**config.mk**
```make
export PLATFORM = sky130hd
export DESIGN_NAME = sdr_serial_fifo
export DESIGN_NICKNAME = d
export VERILOG_FILES = /design/src/rtl/sdr_serial_fifo.sv
export SDC_FILE = /design/constraint.sdc
export NUM_CORES = 1
export LEC_CHECK = 0
export CAP_MARGIN = 20
export CORE_ASPECT_RATIO = 1.25
export CORE_UTILIZATION = 55
export CTS_CLUSTER_SIZE = 24
export DETAILED_ROUTE_END_ITERATION = 12
export PLACE_DENSITY = 0.83
export SYNTH_ARGS = -nofsm -noshare
export SYNTH_HDL_FRONTEND = slang
export SYNTH_SLANG_ARGS = --single-unit
```
**constraint.sdc**
```tcl
create_clock -name clk -period 4.6 [get_ports clk]
set_input_delay 0.92 -clock clk [delete_from_list [all_inputs] [get_ports clk]]
set_output_delay 0.92 -clock clk [all_outputs]
set_load 0.005 [all_outputs]
```
**src/rtl/sdr_serial_fifo.sv**
```systemverilog
// sdr_serial_fifo: full-duplex serial data port for the 6502 peripheral bus.
// It has TX/RX FIFOs, a programmable bit-rate divider in master mode and
// synchronised external-clock operation in slave mode.
// Ports:
//   clk, reset          system clock, synchronous active-high reset
//   cs, we, addr, din   register access (0 DATA, 1 STATUS, 2 CTRL, 3 DIV)
//   dout                registered read data
//   irq                 registered level interrupt
//   sp_in, sp_out       serial data in (async) / out
//   cnt_in, cnt_out     shift clock in (async, slave) / out (master)
//   busy                frame in progress
module sdr_serial_fifo #(
    parameter int unsigned DATA_W     = 8,
    parameter int unsigned FIFO_DEPTH = 4,
    parameter int unsigned DIV_W      = 8
) (
    input  logic              clk,
    input  logic              reset,
    input  logic              cs,
    input  logic              we,
    input  logic [1:0]        addr,
    input  logic [DATA_W-1:0] din,
    output logic [DATA_W-1:0] dout,
    output logic              irq,
    input  logic              sp_in,
    output logic              sp_out,
    input  logic              cnt_in,
    output logic              cnt_out,
    output logic              busy
);
    localparam int unsigned AW = $clog2(FIFO_DEPTH);
    localparam int unsigned CW = AW + 1;
    localparam int unsigned BW = $clog2(DATA_W);
    localparam logic [BW-1:0] LAST_BIT = BW'(DATA_W - 1);
    localparam logic [CW-1:0] FULL_CNT = CW'(FIFO_DEPTH);

    localparam logic [1:0] A_DATA   = 2'd0;
    localparam logic [1:0] A_STATUS = 2'd1;
    localparam logic [1:0] A_CTRL   = 2'd2;
    localparam logic [1:0] A_DIV    = 2'd3;

    typedef enum logic [2:0] {S_IDLE, S_LOW, S_HIGH, S_DONE, S_SLV} state_t;

    state_t              state, state_d;
    logic [3:0]          ctrl;
    logic [DIV_W-1:0]    div;
    logic                rxovr, txovf;

    logic [DIV_W-1:0]    hcnt, hcnt_d;
    logic [BW-1:0]       bit_cnt, bit_cnt_d;
    logic [DATA_W-1:0]   tx_sh, tx_sh_d, rx_sh, rx_sh_d, word_c;
    logic                sp_out_d, cnt_out_d;
    logic                tx_pop, rx_push;

    logic [1:0]          sp_sync, cnt_sync;
    logic                cnt_prev, sp_in_s, cnt_fall, cnt_rise;

    logic [DATA_W-1:0]   tx_mem [FIFO_DEPTH];
    logic [DATA_W-1:0]   rx_mem [FIFO_DEPTH];
    logic [AW-1:0]       tx_wp, tx_rp, rx_wp, rx_rp;
    logic [CW-1:0]       tx_cnt, rx_cnt;
    logic                tx_empty, tx_full, rx_empty, rx_full;
    logic                tx_push_req, tx_push_ok, tx_pop_ok;
    logic                rx_pop_req, rx_push_ok, rx_pop_ok;
    logic                bus_wr, bus_rd, ctrl_wr, status_wr, abort;
    logic [DATA_W-1:0]   tx_head, rx_head;
    logic [6:0]          status_c;

    // Bus decode; a change of master/slave mode aborts the current frame
    assign bus_wr      = cs & we;
    assign bus_rd      = cs & ~we;
    assign tx_push_req = bus_wr & (addr == A_DATA);
    assign rx_pop_req  = bus_rd & (addr == A_DATA);
    assign ctrl_wr     = bus_wr & (addr == A_CTRL);
    assign status_wr   = bus_wr & (addr == A_STATUS);
    assign abort       = ctrl_wr & (din[0] != ctrl[0]);

    // 2-FF synchronisers and edge detect on the synchronised shift clock
    always_ff @(posedge clk) begin
        if (reset) begin
            sp_sync  <= 2'b11;
            cnt_sync <= 2'b11;
            cnt_prev <= 1'b1;
        end else begin
            sp_sync  <= {sp_sync[0], sp_in};
            cnt_sync <= {cnt_sync[0], cnt_in};
            cnt_prev <= cnt_sync[1];
        end
    end
    assign sp_in_s  = sp_sync[1];
    assign cnt_fall = cnt_prev & ~cnt_sync[1];
    assign cnt_rise = ~cnt_prev & cnt_sync[1];

    // FIFO status and push/pop qualification (push on full succeeds with a pop)
    assign tx_empty   = (tx_cnt == '0);
    assign tx_full    = (tx_cnt == FULL_CNT);
    assign rx_empty   = (rx_cnt == '0);
    assign rx_full    = (rx_cnt == FULL_CNT);
    assign tx_head    = tx_mem[tx_rp];
    assign rx_head    = rx_mem[rx_rp];
    assign tx_pop_ok  = tx_pop & ~tx_empty;
    assign tx_push_ok = tx_push_req & (~tx_full | tx_pop_ok);
    assign rx_pop_ok  = rx_pop_req & ~rx_empty;
    assign rx_push_ok = rx_push & (~rx_full | rx_pop_ok);

    // FIFO storage
    always_ff @(posedge clk) begin
        if (tx_push_ok) tx_mem[tx_wp] <= din;
        if (rx_push_ok) rx_mem[rx_wp] <= rx_sh_d;
    end

    // FIFO pointers and occupancy
    always_ff @(posedge clk) begin
        if (reset) begin
            tx_wp  <= '0;
            tx_rp  <= '0;
            tx_cnt <= '0;
            rx_wp  <= '0;
            rx_rp  <= '0;
            rx_cnt <= '0;
        end else begin
            if (tx_push_ok) tx_wp <= tx_wp + AW'(1);
            if (tx_pop_ok)  tx_rp <= tx_rp + AW'(1);
            if (rx_push_ok) rx_wp <= rx_wp + AW'(1);
            if (rx_pop_ok)  rx_rp <= rx_rp + AW'(1);
            tx_cnt <= tx_cnt + CW'(tx_push_ok) - CW'(tx_pop_ok);
            rx_cnt <= rx_cnt + CW'(rx_push_ok) - CW'(rx_pop_ok);
        end
    end

    // FSM state register
    always_ff @(posedge clk) begin
        if (reset) state <= S_IDLE;
        else       state <= state_d;
    end

    // FSM next state
    always_comb begin
        state_d = state;
        if (abort) begin
            state_d = S_IDLE;
        end else begin
            case (state)
                S_IDLE: begin
                    if (ctrl[0]) begin
                        if (!tx_empty) state_d = S_LOW;
                    end else if (cnt_fall) begin
                        state_d = S_SLV;
                    end
                end
                S_LOW:  if (hcnt == '0) state_d = S_HIGH;
                S_HIGH: if (hcnt == '0) state_d = (bit_cnt == LAST_BIT) ? S_DONE : S_LOW;
                S_DONE: state_d = S_IDLE;
                S_SLV:  if (cnt_rise && (bit_cnt == LAST_BIT)) state_d = S_IDLE;
                default: state_d = S_IDLE;
            endcase
        end
    end

    // FSM outputs: next values of the shift datapath and serial pins.
    // Master samples sp_in at the end of the high phase: the 2-FF synchroniser
    // delay makes this the value present around the rising cnt edge.
    always_comb begin
        hcnt_d    = hcnt;
        bit_cnt_d = bit_cnt;
        tx_sh_d   = tx_sh;
        rx_sh_d   = rx_sh;
        sp_out_d  = sp_out;
        cnt_out_d = cnt_out;
        tx_pop    = 1'b0;
        rx_push   = 1'b0;
        word_c    = tx_empty ? '1 : tx_head;
        if (abort) begin
            hcnt_d    = '0;
            bit_cnt_d = '0;
            sp_out_d  = 1'b1;
            cnt_out_d = 1'b1;
        end else begin
            case (state)
                S_IDLE: begin
                    sp_out_d  = 1'b1;
                    cnt_out_d = 1'b1;
                    bit_cnt_d = '0;
                    if (ctrl[0] && !tx_empty) begin
                        tx_pop    = 1'b1;
                        sp_out_d  = word_c[DATA_W-1];
                        tx_sh_d   = {word_c[DATA_W-2:0], 1'b0};
                        cnt_out_d = 1'b0;
                        hcnt_d    = div;
                    end else if (!ctrl[0] && cnt_fall) begin
                        // an empty TX sends all ones without flagging
                        tx_pop   = ~tx_empty;
                        sp_out_d = word_c[DATA_W-1];
                        tx_sh_d  = {word_c[DATA_W-2:0], 1'b0};
                    end
                end
                S_LOW: begin
                    if (hcnt == '0) begin
                        cnt_out_d = 1'b1;
                        hcnt_d    = div;
                    end else begin
                        hcnt_d = hcnt - DIV_W'(1);
                    end
                end
                S_HIGH: begin
                    if (hcnt == '0) begin
                        rx_sh_d   = {rx_sh[DATA_W-2:0], sp_in_s};
                        bit_cnt_d = bit_cnt + BW'(1);
                        if (bit_cnt != LAST_BIT) begin
                            cnt_out_d = 1'b0;
                            sp_out_d  = tx_sh[DATA_W-1];
                            tx_sh_d   = {tx_sh[DATA_W-2:0], 1'b0};
                            hcnt_d    = div;
                        end
                    end else begin
                        hcnt_d = hcnt - DIV_W'(1);
                    end
                end
                S_DONE: begin
                    rx_push   = 1'b1;
                    sp_out_d  = 1'b1;
                    cnt_out_d = 1'b1;
                    bit_cnt_d = '0;
                end
                S_SLV: begin
                    cnt_out_d = 1'b1;
                    if (cnt_fall) begin
                        sp_out_d = tx_sh[DATA_W-1];
                        tx_sh_d  = {tx_sh[DATA_W-2:0], 1'b0};
                    end
                    if (cnt_rise) begin
                        rx_sh_d   = {rx_sh[DATA_W-2:0], sp_in_s};
                        bit_cnt_d = bit_cnt + BW'(1);
                        if (bit_cnt == LAST_BIT) begin
                            rx_push   = 1'b1;
                            sp_out_d  = 1'b1;
                            bit_cnt_d = '0;
                        end
                    end
                end
                default: ;
            endcase
        end
    end

    // Shift datapath and serial output registers
    always_ff @(posedge clk) begin
        if (reset) begin
            hcnt    <= '0;
            bit_cnt <= '0;
            tx_sh   <= '0;
            rx_sh   <= '0;
            sp_out  <= 1'b1;
            cnt_out <= 1'b1;
            busy    <= 1'b0;
        end else begin
            hcnt    <= hcnt_d;
            bit_cnt <= bit_cnt_d;
            tx_sh   <= tx_sh_d;
            rx_sh   <= rx_sh_d;
            sp_out  <= sp_out_d;
            cnt_out <= cnt_out_d;
            busy    <= (state_d != S_IDLE);
        end
    end

    assign status_c = {busy, txovf, rxovr, tx_full, tx_empty, rx_full, ~rx_empty};

    // Control registers, sticky flags (set beats clear), read data and irq
    always_ff @(posedge clk) begin
        if (reset) begin
            ctrl  <= '0;
            div   <= '0;
            rxovr <= 1'b0;
            txovf <= 1'b0;
            dout  <= '0;
            irq   <= 1'b0;
        end else begin
            if (ctrl_wr) ctrl <= din[3:0];
            if (bus_wr && (addr == A_DIV)) div <= DIV_W'(din);
            if (status_wr && din[4]) rxovr <= 1'b0;
            if (status_wr && din[5]) txovf <= 1'b0;
            if (rx_push && !rx_push_ok) rxovr <= 1'b1;
            if (tx_push_req && !tx_push_ok) txovf <= 1'b1;
            if (bus_rd) begin
                case (addr)
                    A_DATA:   dout <= rx_empty ? '0 : rx_head;
                    A_STATUS: dout <= DATA_W'(status_c);
                    A_CTRL:   dout <= DATA_W'(ctrl);
                    default:  dout <= DATA_W'(div);
                endcase
            end
            irq <= (ctrl[1] & ~rx_empty) | (ctrl[2] & tx_empty) | (ctrl[3] & (rxovr | txovf));
        end
    end

endmodule

```
=== Yosys cells after proc, flatten, opt, wreduce, memory -nomap -nowiden ===
Memories as Yosys holds them, arrays and structs flattened. A register that Yosys moved wholly into a read port is not among the register bits.
Cells that the tools add are included.

* Bits in registers: 75
* Memory bits (writable): 64
* Bits of input ports: 16
* Output and inout port bits: 12
* Logic and storage cells: 181
* Memories: 2

{| class="wikitable"
|+ Memories
! name !! depth !! bits a word !! rd ports !! clocked after Yosys merged registers in !! wr ports !! line !! RTL
|-
| rx_mem || 4 || 8 || 1 || 1 || 1 || 59 || <nowiki>logic [DATA_W-1:0] rx_mem [FIFO_DEPTH];</nowiki>
|-
| tx_mem || 4 || 8 || 1 || 1 || 1 || 58 || <nowiki>logic [DATA_W-1:0] tx_mem [FIFO_DEPTH];</nowiki>
|}

* $add $sub $neg: 10
* Eq/ne operators: 20
* Multiplexer cells: 64
* Bitwise logic cells: 29
* Reductions and logical operators: 33

{| class="wikitable"
|+ Operators with widths
! cell !! count
|-
| two-way mux 8 bit || 14
|-
| case mux 8 bit (3 select lines) || 3
|-
| two-way mux 3 bit || 10
|-
| two-way mux 1 bit || 26
|-
| AND 1 bit || 16
|-
| case mux 8 bit (2 select lines) || 1
|-
| == test 3 bit, second input constant || 4
|-
| != test 2 bit, second input constant || 6
|-
| case mux 3 bit (4 select lines) || 1
|-
| nonzero test 3 bit || 4
|-
| two-way mux 2 bit || 5
|-
| logical NOT 3 bit || 3
|-
| != test 3 bit, second input constant || 3
|-
| case mux 3 bit (3 select lines) || 1
|-
| AND reduction 3 bit || 3
|-
| adder 2 x 1 -> 2 bit, second input constant || 4
|-
| logical AND 1 bit || 8
|-
| logical NOT 8 bit || 1
|-
| inverter 1 bit || 8
|-
| case mux 1 bit (4 select lines) || 2
|-
| nonzero test 4 bit || 2
|-
| subtractor 8 x 1 -> 8 bit, second input constant || 1
|-
| adder 3 x 1 -> 3 bit || 2
|-
| == test 3 x 2 -> 1 bit, second input constant || 2
|-
| 14 further kinds || 26
|}

=== Longest topological paths before layout ===
Gate-level depths: netlist of the first run.

* Word-level depth: 13
* Mapped depth: 15
* Depth with buffers taken out: 15

=== Worst setup path before layout of the first run ===
Ideal clock, no wire load.

* Kind: input to register
* Start: in addr[0]
* End: reg tx_cnt[2]
* Library setup time: 0.128 ns
* Arrival: 3.281 ns
* Data required time: 4.472 ns
* Path slack: 1.191 ns
* Stages: 13
* Path buffers: 0
* Cells stage by stage: nand4b_1 > nor2_1 > nor4_2 > nor2_1 > nor2b_1 > inv_1 > ha_1 > inv_1 > ha_1 > fa_1 > xnor2_1 > xnor2_1 > nor2_1

* Cells in the longest elaborated chain, start to end: 9
* Elaborated cells on any way between the ends: 11
* Classes of those cells: add/sub: 2; eq/ne: 1; mux: 1; bitwise: 6; reduce/logical: 1

{| class="wikitable"
|+ Ends and longest elaborated chain
! item !! line !! RTL
|-
| start: declaration || 21 || <nowiki>input logic [1:0] addr,</nowiki>
|-
| == test 2 bit (*) || 74 || <nowiki>assign ctrl_wr = bus_wr & (addr == A_CTRL);</nowiki>
|-
| AND 1 bit (*) || 74 ||
|-
| AND 1 bit (*) || 76 || <nowiki>assign abort = ctrl_wr & (din[0] != ctrl[0]);</nowiki>
|-
| two-way mux 1 bit (*) || 173 || <nowiki>if (abort) begin</nowiki>
|-
| AND 1 bit (*) || 101 || <nowiki>assign tx_pop_ok = tx_pop & ~tx_empty;</nowiki>
|-
| net tx_pop_ok || 63 || <nowiki>logic tx_push_req, tx_push_ok, tx_pop_ok;</nowiki>
|-
| bitwise OR 1 bit || 102 || <nowiki>assign tx_push_ok = tx_push_req & (~tx_full | tx_pop_ok);</nowiki>
|-
| AND 1 bit || 102 ||
|-
| adder 3 x 1 -> 3 bit || 126 || <nowiki>tx_cnt <= tx_cnt + CW'(tx_push_ok) - CW'(tx_pop_ok);</nowiki>
|-
| subtractor 3 x 1 -> 3 bit (*) || 126 ||
|-
| end signal: assignment || 126 ||
|-
| end: declaration || 61 || <nowiki>logic [CW-1:0] tx_cnt, rx_cnt;</nowiki>
|}

Mark *: on every way through the listed nets, which the timed path passes. The rest lies on a longest branch.
A chain may end at the register's enable or synchronous reset.

=== Final worst setup path of the first run ===
* Start: in din[0]
* End: reg tx_cnt[2]

* Cells in the longest elaborated chain, start to end: 8

{| class="wikitable"
|+ Ends and longest elaborated chain
! item !! line !! RTL
|-
| start: declaration || 22 || <nowiki>input logic [DATA_W-1:0] din,</nowiki>
|-
| != test 1 bit (*) || 76 ||
|-
| AND 1 bit (*) || 76 ||
|-
| two-way mux 1 bit (*) || 173 ||
|-
| AND 1 bit (*) || 101 ||
|-
| net tx_pop_ok || 63 ||
|-
| bitwise OR 1 bit || 102 ||
|-
| AND 1 bit || 102 ||
|-
| adder 3 x 1 -> 3 bit || 126 ||
|-
| subtractor 3 x 1 -> 3 bit (*) || 126 ||
|}

Marks and branches as above.

==> results of run 1 <==
final timing paths:
path,depth (start not counted),startpoint,slack [ns],to
worst min register to register,1,sp_sync[0]$_SDFF_PP1_,0.41,sp_sync[1]$_SDFF_PP1_
worst max register to register,12,state[0]$_SDFF_PP0_,1.21,tx_cnt[2]$_SDFF_PP0_
worst max-delay path,14,din[0],0.63,tx_cnt[2]$_SDFF_PP0_
worst min-delay path,1,sp_sync[0]$_SDFF_PP1_,0.41,sp_sync[1]$_SDFF_PP1_
cell type report:
cell class                 instances  share of cell area (%)
tap                              135                   2.361
multi-input combinational        361                   36.32
inverter                          18                  0.9444
sequential                       142                   48.69
clock buffer                      20                   6.243
clock inverter                    12                   1.207
timing repair buffer              32                   4.232
power by group through the flow:
stage	Combinational [mW]	Sequential, mW	Clock, mW
after floorplan	0.113	1.38	0
after global placement	0.162	1.38	0
after detailed placement	0.169	1.38	0
after CTS	0.171	1.36	1.24
after global routing	0.188	1.36	1.29
final	0.171	1.36	1.22
registers in the layout, summed over array words and instances, names as in the netlist, 4 cells and up, named ones only:
name and count:
tx_sh 7, dout 8, tx_mem 32, hcnt 8, ctrl 4, div 8, rx_mem 32, rx_sh 8
cell usage after synthesis, types with 6 or more instances:
cell and number:
xnor2_1 9, and3_1 6, mux2i_1 10, a21oi_1 36, edfxtp_1 64, ha_1 15
mux2_2 9, o221ai_1 6, nand2_1 40, a22oi_1 7, nor2b_1 17, nor3_1 8
clkbuf_1 23, inv_1 18, o21ai_0 23, mux4_2 16, a31oi_1 7, nand2b_1 18
nor2_1 54, or2_2 8, dfxtp_1 78, and2_1 7
per-layer routing:
metal	global-route usage [%]	share of wire, %	up-vias
li1	-	-	2042
met1	27.24	40	2085
met2	40.56	53	161
met3	4.666	5.1	30
met4	10.20	2.2	0
met5	0	0	-
per-stage QoR:
stage,hold slack (ns),std cells
2_1_floorplan,0.3895,551
3_3_place_gp,0.4055,688
3_5_place_dp,0.3951,688
4_1_cts,0.4094,720
5_1_grt,0.4374,720
6_report,0.4109,720
worst max-delay path, stage by stage:
cell             delay (ns)
clkdlybuf4s50_1        0.55
xnor2_1                0.27
nor2_1                 0.15
nor4_2                 0.49
nor2_1                 0.13
nor2b_1                0.25
inv_1                  0.14
ha_1                   0.30
inv_1                  0.04
ha_1                   0.18
fa_1                   0.39
xnor2_1                0.22
xnor2_1                0.15
nor2_1                 0.05
cell families (layout without fill, tap and decap cells):
kind of cell / Yosys count / in the layout / share of synthesized area [%]
AOI/OAI and AO/OA: 115 / 115 / 12.31
xor gates and xnor gates: 12 / 12 / 1.673
adders and majority gates: 17 / 17 / 3.626
buffers and inverters: 48 / 82 / 3.167
DFF: 142 / 142 / 55.46
muxes: 35 / 35 / 8.944
and+or+nand+nor: 182 / 182 / 14.82
==> results.yml, run 1 <==
timing:
  slew_violations: 0
  skew_ns: 0.007966
  slew_headroom_pct: 48.91
  final_hold_viol_count: 0
  rsz0062_at_grt: "false"
  timing.final.crit_share_pct: 86.29
  worst_slack_ns: 0.6306
  final.setup.tns_ns: 0
  setup_viol: 0
  timing.fmax_ghz: 0.2519
  fin_crit_ns: 3.969
  tightest_slew_ns: 0.7622
cts:
  ctsResizeCount: 0
  htree_levels: 4
  cts_setup_buffers: 0
  clk_latency_ns: 0.41
  cts_tree: "done"
  clock-sinks: 142
  root_buffer: "clkbuf_16"
  numCtsBuffers: 17
  postCtsHoldBufs: 0
  cts_buffer_depth: 2
  cts.clk_slew.worst_paths_ns: 0.06
run:
  cap_violations: 0
power:
  p_seq_share_pct: 49.4
  finalPower_mw: 2.750
  power_density_nw_per_um2: 384.4
  p_sw_uw: 635.6
  internal_power_mw: 2.115
  ir_drop_v: 0.0002583
  clkPwrFrac_pct: 44.4
  power.leakage_nw: 2.537
  p_comb_share_pct: 6.2
  swShare_pct: 23.11
routing:
  drtIter0Drc: 296
  first_pass_iters: 5
  postRouteAntennaNets: 0
  wl_per_cell_um: 17.85
  vias: 4318
  drcViolationCount: 0
  wirelength_um: 12850
  avgViaCountPerCell: 5.997
worst_setup_path:
  end_kind: "flop"
  worst-path-max-fanout: 7
  crit_arrival_ns: 4.24
  cp-start-kind: "input port"
  crit_type: "input port to flop"
  crit_required_ns: 4.87
global_routing:
  gr-usage-all-layers_pct: 23.04
  grt_pass1_vias: 4304
  grt_max_degree: 52
  grt_pass1_wl_um: 20860
  overflow: 0
  antenna_found_initial: 0
synth:
  yosysTopAreaCellShare_pct: 30.60
  synthFlopType: "dfxtp_1"
  ys_seq_area_share_pct: 55.46
  synth_area_um2: 6281
  synth_seq_cells: 142
  ys_warn_count: 0
  ys_types: 62
  synth_cells: 551
  postSynthAreaPerCell_um2: 11.40
  synth_top_area_cell: "edfxtp_1"
  async_flop_share_pct: 0
  synth_edf_count: 64
  synth_top_cells_by_area: "edfxtp_1 (31%), dfxtp_1 (25%), mux4_2 (5.7%)"
  synth_fp_nets: 584
placement:
  finalWeightedCongestion: 0.8498
  numPortBuffers: 27
  dp_hpwl_um: 8944
  place_area_um2: 6621
  dpl_worst_slack_ns: 0.2938
finish:
  drive_gt1_share_pct: 14.36
  antenna_cells: 0
  layout_common_cells: "dfxtp_1 (78), edfxtp_1 (64), nor2_1 (54)"
  multi_input_area_um2: 2599
  final_area_um2: 7154
  synthToLayoutAreaGrowth_pct: 13.90
  fillers: 806
  layout.nets: 605
  final_common_cell: "dfxtp_1"
  ff_latch_area_um2: 3483
  postLayoutCoreUtil_pct: 64.55
die:
  die_w_um: 97.58
  core-area_um2: 11080
  die_h_um: 121.5
  ioPinCount: 28
  die-area_um2: 11850
  start_util_pct: 56.67
  num_rows: 43
worst_hold_path:
  min_path_type: "flop to flop"
status:
  outcome: "finished, final reports clean"
Power figures use the tool's default switching activity.
==> run 2, diff against run 1 <==
- CORE_ASPECT_RATIO: 1.25 -> 0.5
- MAX_ROUTING_LAYER: unset -> met4
==> run 2 against run 1 <==
  * Global-route usage grew 1.6 points
  * Register-to-register slack is essentially flat
  * Die area grew 0.20%
  * Wire length grew 3.9%
  * First-iteration DRC count grew 69%
  * Sequential share of layout area shrank 0.31 points
  * Sequential power is essentially flat
  * Critical path depth is the same
  * Fmax grew 4.4%
  * Critical path type unchanged
==> results.yml, run 2 (synthesized netlist as in run 1, its figures left out) <==
timing:
  slew_violations: 0
  setup_viol: 0
  rsz0062_at_grt: "false"
  timing.fmax_ghz: 0.2631
  skew_ns: 0.008780
  tightest_slew_ns: 0.8783
  final_hold_viol_count: 0
  slew_headroom_pct: 41.45
  timing.final.crit_share_pct: 82.62
  fin_crit_ns: 3.801
  final.setup.tns_ns: 0
routing:
  vias: 4351
  first_pass_iters: 5
  drtIter0Drc: 500
  drcViolationCount: 0
  wl_per_cell_um: 18.29
  wirelength_um: 13350
  avgViaCountPerCell: 5.960
  postRouteAntennaNets: 0
finish:
  fillers: 766
  synthToLayoutAreaGrowth_pct: 14.64
  layout_common_cells: "dfxtp_1 (78), edfxtp_1 (64), nor2_1 (54)"
  postLayoutCoreUtil_pct: 65.18
  layout.nets: 605
  final_common_cell: "dfxtp_1"
  drive_gt1_share_pct: 14.02
  reg_top3: "rx_mem: 32 flops, tx_mem: 32 flops"
  instances_no_fill: 730
  antenna_cells: 0
global_routing:
  overflow: 0
  gr-usage-all-layers_pct: 24.61
  grt_pass1_vias: 4133
  grt_pass1_wl_um: 21250
  grt_max_degree: 61
  antenna_found_initial: 0
die:
  die_h_um: 77.57
  ioPinCount: 28
  start_util_pct: 56.86
  num_rows: 27
  die_w_um: 153.1
  core-area_um2: 11050
  die-area_um2: 11880
cts:
  htree_levels: 4
  root_buffer: "clkbuf_16"
  cts.clk_slew.worst_paths_ns: 0.06
  cts_setup_buffers: 0
  numCtsBuffers: 17
  clk_latency_ns: 0.42
  clock-sinks: 142
  postCtsHoldBufs: 0
  cts_buffer_depth: 2
  cts_tree: "done"
  ctsResizeCount: 0
placement:
  dp.cells: 698
  dp_hpwl_um: 8713
  numPortBuffers: 27
  finalWeightedCongestion: 0.8771
worst_setup_path:
  crit_type: "input port to flop"
  crit_required_ns: 4.88
  worst-path-max-fanout: 7
  crit_arrival_ns: 4.08
  cp-start-kind: "input port"
  end_kind: "flop"
power:
  power_density_nw_per_um2: 395.2
  ir_drop_v: 0.0002879
  power.leakage_nw: 2.554
run:
  cap_violations: 0
worst_hold_path:
  min_path_type: "flop to flop"
status:
  outcome: "finished, final reports clean"
==> run 2: cell types whose count changed in the layout (fill, tap and decap cells not counted) <==
cell / change
bufinv_16: +2
clkinv_1: +2
clkinv_4: +1
clkinvlp_4: -1
inv_6: -4
==> run 2: path summary, 6_finish.rpt <==
| check | startpoint | to | slack [ns] | cells past startpoint |
|---|---|---|---|---|
| max | din[0] | tx_cnt[2]$_SDFF_PP0_ | 0.80 | 14 |
| min | cnt_sync[0]$_SDFF_PP1_ | cnt_sync[1]$_SDFF_PP1_ | 0.41 | 1 |
| max reg2reg | bit_cnt[0]$_SDFFE_PP0P_ | rx_cnt[2]$_SDFF_PP0_ | 1.20 | 15 |
| min reg2reg | cnt_sync[0]$_SDFF_PP1_ | cnt_sync[1]$_SDFF_PP1_ | 0.41 | 1 |
==> run 2: per-stage QoR <==
step	setup slack, ns	power (mW)	hold slack (ns)	instance area, µm²
after global routing	0.5018	2.933	0.4311	7201
final	0.7995	2.846	0.4139	7201
after global placement	0.5617	1.547	0.3973	6634
after detailed placement	0.4072	1.553	0.4050	6634
after floorplan	1.191	1.489	0.3895	6281
after CTS	0.7848	2.856	0.4187	7201
==> run 2: cell type report <==
class,count,area (µm²),share of cell area (%)
timing repair buffer,32,302.8,4.205
tap,145,181.4,2.520
clock inverter,12,120.1,1.668
clock buffer,20,446.7,6.203
inverter,18,67.56,0.9383
sequential,142,3483,48.38
multi-input combinational,361,2599,36.09
==> run 2: power breakdown <==
part / internal [mW] / total [mW] / leakage, nW / switching, mW
Sequential: 1.34 / 1.36 / 1.19 / 0.0203
Combinational: 0.0722 / 0.173 / 1.09 / 0.101
Clock: 0.805 / 1.32 / 0.275 / 0.510
Total: 2.21 / 2.85 / 2.55 / 0.632
==> run 2: per-layer routing <==
metal | vias to the layer above | routed length [µm] | track usage (%)
li1 | 2047 | - | -
met1 | 2091 | 5676 | 30.93
met2 | 182 | 6422 | 38.81
met3 | 31 | 1017 | 5.587
met4 | 0 | 233 | 10.30
met5 | - | 0 | -
==> run 2: critical path, cell delays in order <==
cell             delay (ns)
clkdlybuf4s50_1        0.60
xnor2_1                0.15
nor2_1                 0.13
nor4_2                 0.48
nor2_1                 0.13
nor2b_1                0.25
inv_1                  0.14
ha_1                   0.29
inv_1                  0.04
ha_1                   0.19
fa_1                   0.39
xnor2_1                0.18
xnor2_1                0.14
nor2_1                 0.05
